===== src/rtl/serial_subtractor_if.sv =====
// Request/result bundle for the bit-serial subtractor.
// Handshake: start is taken only on an edge where ready=1; done pulses one cycle when diff/bout/ovf are new.
interface serial_subtractor_if #(
  parameter int WIDTH = 8
);
  logic             start;
  logic [WIDTH-1:0] a;
  logic [WIDTH-1:0] b;
  logic             bin;
  logic             ready;
  logic             done;
  logic [WIDTH-1:0] diff;
  logic             bout;
  logic             ovf;
  logic             zero;

  modport master (
    output start, a, b, bin,
    input  ready, done, diff, bout, ovf, zero
  );

  modport slave (
    input  start, a, b, bin,
    output ready, done, diff, bout, ovf, zero
  );
endinterface


===== src/rtl/serial_subtractor.sv =====
// Bit-serial a - b - bin, LSB first, one full-subtractor cell plus a borrow flop.
// Operation takes WIDTH RUN cycles followed by a single DONE cycle.
module serial_subtractor #(
  parameter int WIDTH = 8
) (
  input  logic                clk,
  input  logic                reset,
  serial_subtractor_if.slave  bus,
  output logic [1:0]          o_dbg_state
);
  localparam int CW = (WIDTH > 2) ? $clog2(WIDTH) : 1;

  typedef enum logic [1:0] {
    S_IDLE = 2'd0,
    S_RUN  = 2'd1,
    S_DONE = 2'd2
  } state_t;

  state_t           r_state;
  logic [CW-1:0]    r_cnt;
  logic [WIDTH-1:0] r_sa;
  logic [WIDTH-1:0] r_sb;
  logic [WIDTH-1:0] r_sr;
  logic             r_br;
  logic             r_a_msb;
  logic             r_b_msb;
  logic [WIDTH-1:0] r_diff;
  logic             r_bout;
  logic             r_ovf;
  logic             r_ready;
  logic             r_done;

  logic             w_d;
  logic             w_br_next;
  logic [WIDTH-1:0] w_sr_next;

  // Full-subtractor cell on the current LSBs and the running borrow.
  assign w_d       = r_sa[0] ^ r_sb[0] ^ r_br;
  assign w_br_next = (~r_sa[0] & r_sb[0]) | (~(r_sa[0] ^ r_sb[0]) & r_br);
  assign w_sr_next = {w_d, r_sr[WIDTH-1:1]};

  always_ff @(posedge clk) begin
    if (reset) begin
      r_state <= S_IDLE;
      r_cnt   <= '0;
      r_sa    <= '0;
      r_sb    <= '0;
      r_sr    <= '0;
      r_br    <= 1'b0;
      r_a_msb <= 1'b0;
      r_b_msb <= 1'b0;
      r_diff  <= '0;
      r_bout  <= 1'b0;
      r_ovf   <= 1'b0;
      r_ready <= 1'b1;
      r_done  <= 1'b0;
    end else begin
      r_done <= 1'b0;
      case (r_state)
        S_IDLE: begin
          if (bus.start) begin
            r_sa    <= bus.a;
            r_sb    <= bus.b;
            r_br    <= bus.bin;
            r_a_msb <= bus.a[WIDTH-1];
            r_b_msb <= bus.b[WIDTH-1];
            r_cnt   <= '0;
            r_ready <= 1'b0;
            r_state <= S_RUN;
          end
        end
        S_RUN: begin
          r_sa  <= r_sa >> 1;
          r_sb  <= r_sb >> 1;
          r_br  <= w_br_next;
          r_sr  <= w_sr_next;
          r_cnt <= r_cnt + CW'(1);
          // Last bit: publish the result; w_d is the result MSB.
          if (r_cnt == CW'(WIDTH - 1)) begin
            r_diff  <= w_sr_next;
            r_bout  <= w_br_next;
            r_ovf   <= (r_a_msb ^ r_b_msb) & (w_d ^ r_a_msb);
            r_done  <= 1'b1;
            r_state <= S_DONE;
          end
        end
        S_DONE: begin
          r_ready <= 1'b1;
          r_state <= S_IDLE;
        end
        default: begin
          r_ready <= 1'b1;
          r_state <= S_IDLE;
        end
      endcase
    end
  end

  assign bus.ready   = r_ready;
  assign bus.done    = r_done;
  assign bus.diff    = r_diff;
  assign bus.bout    = r_bout;
  assign bus.ovf     = r_ovf;
  assign bus.zero    = (r_diff == '0);
  assign o_dbg_state = r_state;
endmodule


===== src/flat_wrapper.sv =====
// flat-port wrapper written by rule: the top's interface ports become plain ports
module serial_subtractor_flat 
#(
  parameter int WIDTH = 8
)
  (clk, reset, o_dbg_state, bus_start, bus_a, bus_b, bus_bin, bus_ready, bus_done, bus_diff, bus_bout, bus_ovf, bus_zero);
  serial_subtractor_if #(.WIDTH(WIDTH)) bus_i ();
  input  logic clk;
  input  logic reset;
  output logic [1:0] o_dbg_state;
  input wire logic [$bits(bus_i.start)-1:0] bus_start;
  input wire logic [$bits(bus_i.a)-1:0] bus_a;
  input wire logic [$bits(bus_i.b)-1:0] bus_b;
  input wire logic [$bits(bus_i.bin)-1:0] bus_bin;
  output wire logic [$bits(bus_i.ready)-1:0] bus_ready;
  output wire logic [$bits(bus_i.done)-1:0] bus_done;
  output wire logic [$bits(bus_i.diff)-1:0] bus_diff;
  output wire logic [$bits(bus_i.bout)-1:0] bus_bout;
  output wire logic [$bits(bus_i.ovf)-1:0] bus_ovf;
  output wire logic [$bits(bus_i.zero)-1:0] bus_zero;
  assign bus_i.start = bus_start;
  assign bus_i.a = bus_a;
  assign bus_i.b = bus_b;
  assign bus_i.bin = bus_bin;
  assign bus_ready = bus_i.ready;
  assign bus_done = bus_i.done;
  assign bus_diff = bus_i.diff;
  assign bus_bout = bus_i.bout;
  assign bus_ovf = bus_i.ovf;
  assign bus_zero = bus_i.zero;
  serial_subtractor #(.WIDTH(WIDTH)) u_core (.clk(clk), .reset(reset), .bus(bus_i), .o_dbg_state(o_dbg_state));
endmodule

===== config.mk =====
export PLATFORM = sky130hd
export DESIGN_NAME = serial_subtractor_flat
export DESIGN_NICKNAME = d
export VERILOG_FILES = /design/src/rtl/serial_subtractor_if.sv /design/src/rtl/serial_subtractor.sv /design/src/flat_wrapper.sv
export SDC_FILE = /design/constraint.sdc
export NUM_CORES = 1
export LEC_CHECK = 0
export ABC_AREA = 1
export BUFFER_PORTS_ARGS = -buffer_cell sky130_fd_sc_hd__buf_2
export CAP_MARGIN = 5
export CORE_MARGIN = 2
export CORE_UTILIZATION = 40
export DETAILED_ROUTE_END_ITERATION = 8
export PLACE_DENSITY = 0.72
export REMOVE_ABC_BUFFERS = 1
export SLEW_MARGIN = 0
export SYNTH_ARGS = -nofsm -noshare
export SYNTH_HDL_FRONTEND = slang
export SYNTH_SLANG_ARGS = --single-unit

===== constraint.sdc =====
create_clock -name clk -period 3.04 [get_ports clk]
set_clock_uncertainty 0.05 [all_clocks]
set_input_delay 0.608 -clock clk [delete_from_list [all_inputs] [get_ports clk]]
set_output_delay 0.608 -clock clk [all_outputs]
set_load 0.01 [all_outputs]

# Yosys cells after proc, flatten, opt, wreduce, memory -nomap -nowiden
# Index checks and enable logic that the tools add are counted.
# totals
regBits	44
inputBits	20
# op_classes
addsub	1
eq_ne	4
muxes	14
bitwise	11
n_reduce_logical	9
# op_table
operator	n
$pmux 8 s2	2
$mux 8	2
$reduce_and 2->1	5
$logic_not 8->1	1
$pmux 3 s2	1
$mux 2	2
$pmux 1 s2	2
$pmux 2 s2	1
$xor 1x1->1	4
$add 3x1->3 const B	1
$and 1x1->1	3
$eq 3x3->1 const B	1
$mux 1	3
$mux 3	1
$not 1->1	3
$eq 2x1->1 const B	1
$logic_not 2->1	1
$ne 2x1->1 const B	1
$ne 2x2->1 const B	1
$reduce_bool 2->1	1
$reduce_or 2->1	1
$or 1x1->1	1

# Depth between registers and ports, before layout
# logic_depth
word_depth	5
mapped_depth	8
depth_no_buf	8

# Worst setup path before layout
# No wires, ideal clock.
# synth_timing
path_type	register -> output
start	reg u_core.r_diff[5] (netlist: u_core.bus.diff[5])
end	out bus_zero
arrival_time_ps	824
path_slack_ps	1558
stages_incl_launch_ff	3
path_buffers	0
cell_sequence	dfxtp_1 nor3_1 nor3b_1
# synth_via
elab_chain_len	1
# synth_lines
element	line	rtl
from (decl)	serial_subtractor.sv:27	logic [WIDTH-1:0] r_diff;
from (signal assigned)	serial_subtractor.sv:80	r_diff <= w_sr_next;
$logic_not 8->1	serial_subtractor.sv:104	assign bus.zero = (r_diff == '0);
to (decl)	flat_wrapper.sv:20	output wire logic [$bits(bus_i.zero)-1:0] bus_zero;
# Every way passes these cells.

# Worst setup path after layout
# Same ends and word-level chain as after synthesis.

==> metrics.yaml <==
yosysSeqAreaShare: 0.420
cts_tree: "done"
drc: 0
min_to: "u_core.bus.diff[4]"
ant_nets: 0
r2r_slack_ns: 1.55
hold_depth: 2
cts_buffer_depth: 2
num_io_pins: 35
area_growth_pct: 11.8
synth_flop_cell: "dfxtp_1"
crit_start: "u_core.bus.diff[5]"
synth-seq-cells: 43
required_ns: 2.38
n_antenna_cell: 0
setup_tns_ns: 0
synth.area.top_cells: "dfxtp_1 (42%), nand3_1 (11%), inv_1 (7.1%)"
gp_congestion: 0.763
routed_wl_um: 3910
grt_antenna_before_repair: 0
startpoint_type: "flop"
num_vias: 1683
min_from: "u_core.r_sr[5]"
max_slew_margin: 0.680
final_nets: 309
power.leakage_nw: 1.05
place_inst: 349
drt_iter0_drc: 107
r2r-start: "u_core.o_dbg_state[1]"
place_ws_ns: 1.32
r2r-end: "u_core.r_br"
viasPerCell: 4.71
fin_ws_ns: 1.23
powerDensity_nw_per_um2: 499
final_common_cell: "nand3_1"
crit_type: "flop to primary output"
grt_max_degree: 43
grt.total_usage: 0.155
synth-async-reset-ratio: 0
fin_crit_ns: 1.81
cts.repair.resized: 0
die_area_um2: 5720
htree_levels: 2
io_buffer_count: 34
avgSynthCellArea_um2: 7.98
cp_max_fo: 3
cts_setup_buffers: 0
coreArea_um2: 5040
min_period_over_period: 0.594
rows: 26
final_cell_mix: "nand3_1 (46), dfxtp_1 (43), inv_1 (39), buf_2 (34), nand2_1 (29)"
drive_gt1_frac: 0.251
avgRoutedWirePerCell_um: 11.0
whs_ns: 0.414
dp_hpwl_um: 2590
hold_class: "flop to flop"
cap_violations: 0
cts.sinks: 43
synth_edf_count: 0
tightest_slew_ns: 0.478
fmax_mhz: 554
yosysWarnings: 0
syn-instance-count: 257
synth.cell_area_um2: 2050
synthDistinctLibCells: 28
clkLatencyLatePin_ns: 0.30
yosys.area.top_type: "dfxtp_1"
final_max_slew_viol_count: 0
peakVddDrop_mv: 0.401
rsz0062_at_grt: "false"
clockRootBuffer: "clkbuf_8"
grt_pass1_wl_um: 6750
cts_made_buffers: 5
die_x_um: 75.6
die_h_um: 75.6
cts_hold_buf: 0
dr.pass1.iters: 4
finalNonFillerCells: 357
yosysTopAreaCellShare: 0.420
crit_arrival_ns: 1.15
reg2reg_depth: 5
path_clk_slew_ns: 0.08
critPathCaptureType: "primary output"
status: "finished, final reports clean"
finalHoldViolCount: 0
grt_overflow: 0
setup_viol: 0
initial_core_util: 0.407
grt_pass1_vias: 1501
==> where the power goes <==
| group | total [mW] | internal (mW) | switching [mW] |
|---|---|---|---|
| combinational | 0.175 | 0.0670 | 0.108 |
| sequential | 0.613 | 0.596 | 0.0172 |
| clock | 0.357 | 0.161 | 0.196 |
==> area by class of cell <==
class	instances	area, um2
fill	510	2750
multi-input combinational	157	912
sequential	43	861
timing repair buffer	36	185
inverter	43	164
tap	70	87.6
clock buffer	6	72.6
clock inverter	2	12.5
==> synth_stat cells (3+ instances only) <==
library cell   n
nand3_1       46
dfxtp_1       43
inv_1         39
nand2_1       29
a21oi_1       16
nor2_1        16
o21ai_0       15
a21oi_2       10
nand3_2        9
buf_6          5
buf_4          3
clkbuf_1       3
nand2_8        3
==> logic make-up (layout without fill, tap and decap cells) <==
family                     Yosys count  after routing  synth area share
AOI/OAI and AO/OA                   44             44             0.128
adders and majority gates            3              3            0.0219
and+or+nand+nor                    110            110             0.295
DFF                                 43             43             0.420
buffers and inverters               57             87             0.136
==> state kept, by name, indices dropped and copies added (netlist names) <==
signal              cells
u_core.r_sa             8
u_core.r_b_msb          1
u_core.bus.diff         8
u_core.r_br             1
u_core.o_dbg_state      2
u_core.r_a_msb          1
u_core.bus.ovf          1
u_core.bus.done         1
u_core.bus.ready        1
u_core.r_sr             7
u_core.r_sb             8
u_core.r_cnt            3
u_core.bus.bout         1
==> how the worst max path moves through the flow <==
| stage | end | slack (ns) |
|---|---|---|
| detailed placement | u_core.bus.diff[5] | 1.32 |
| finish | bus_zero | 1.23 |
| global placement | u_core.bus.diff[4] | 1.35 |
| global route | bus_zero | 1.04 |
| floorplan | u_core.bus.bout | 1.54 |
| CTS | bus_zero | 1.20 |
==> metal layers <==
metal / GRT usage / routed length, um / part of all wire / up-vias
met5: 0 / 0 / 0 / -
met4: 0.0409 / 46 / 0.012 / 0
met3: 0.0529 / 183 / 0.047 / 6
met2: 0.255 / 1710 / 0.44 / 38
met1: 0.194 / 1970 / 0.50 / 751
li1: - / - / - / 888
==> worst max-delay path, cell delays in order, from the launching register on <==
cell     delay [ns]
dfxtp_1        0.33
nor3_1         0.18
nor3b_1        0.18
buf_2          0.15
==> stage by stage <==
stage	cell area, um2	power (mW)	utilization
after floorplan	1940	0.748	-
after global placement	2210	0.798	0.438
after detailed placement	2210	0.801	0.438
after CTS	2290	1.15	0.455
after global routing	2290	1.21	0.455
final	2290	1.14	0.455
Note: power is estimated with default switching activity, not from simulation.
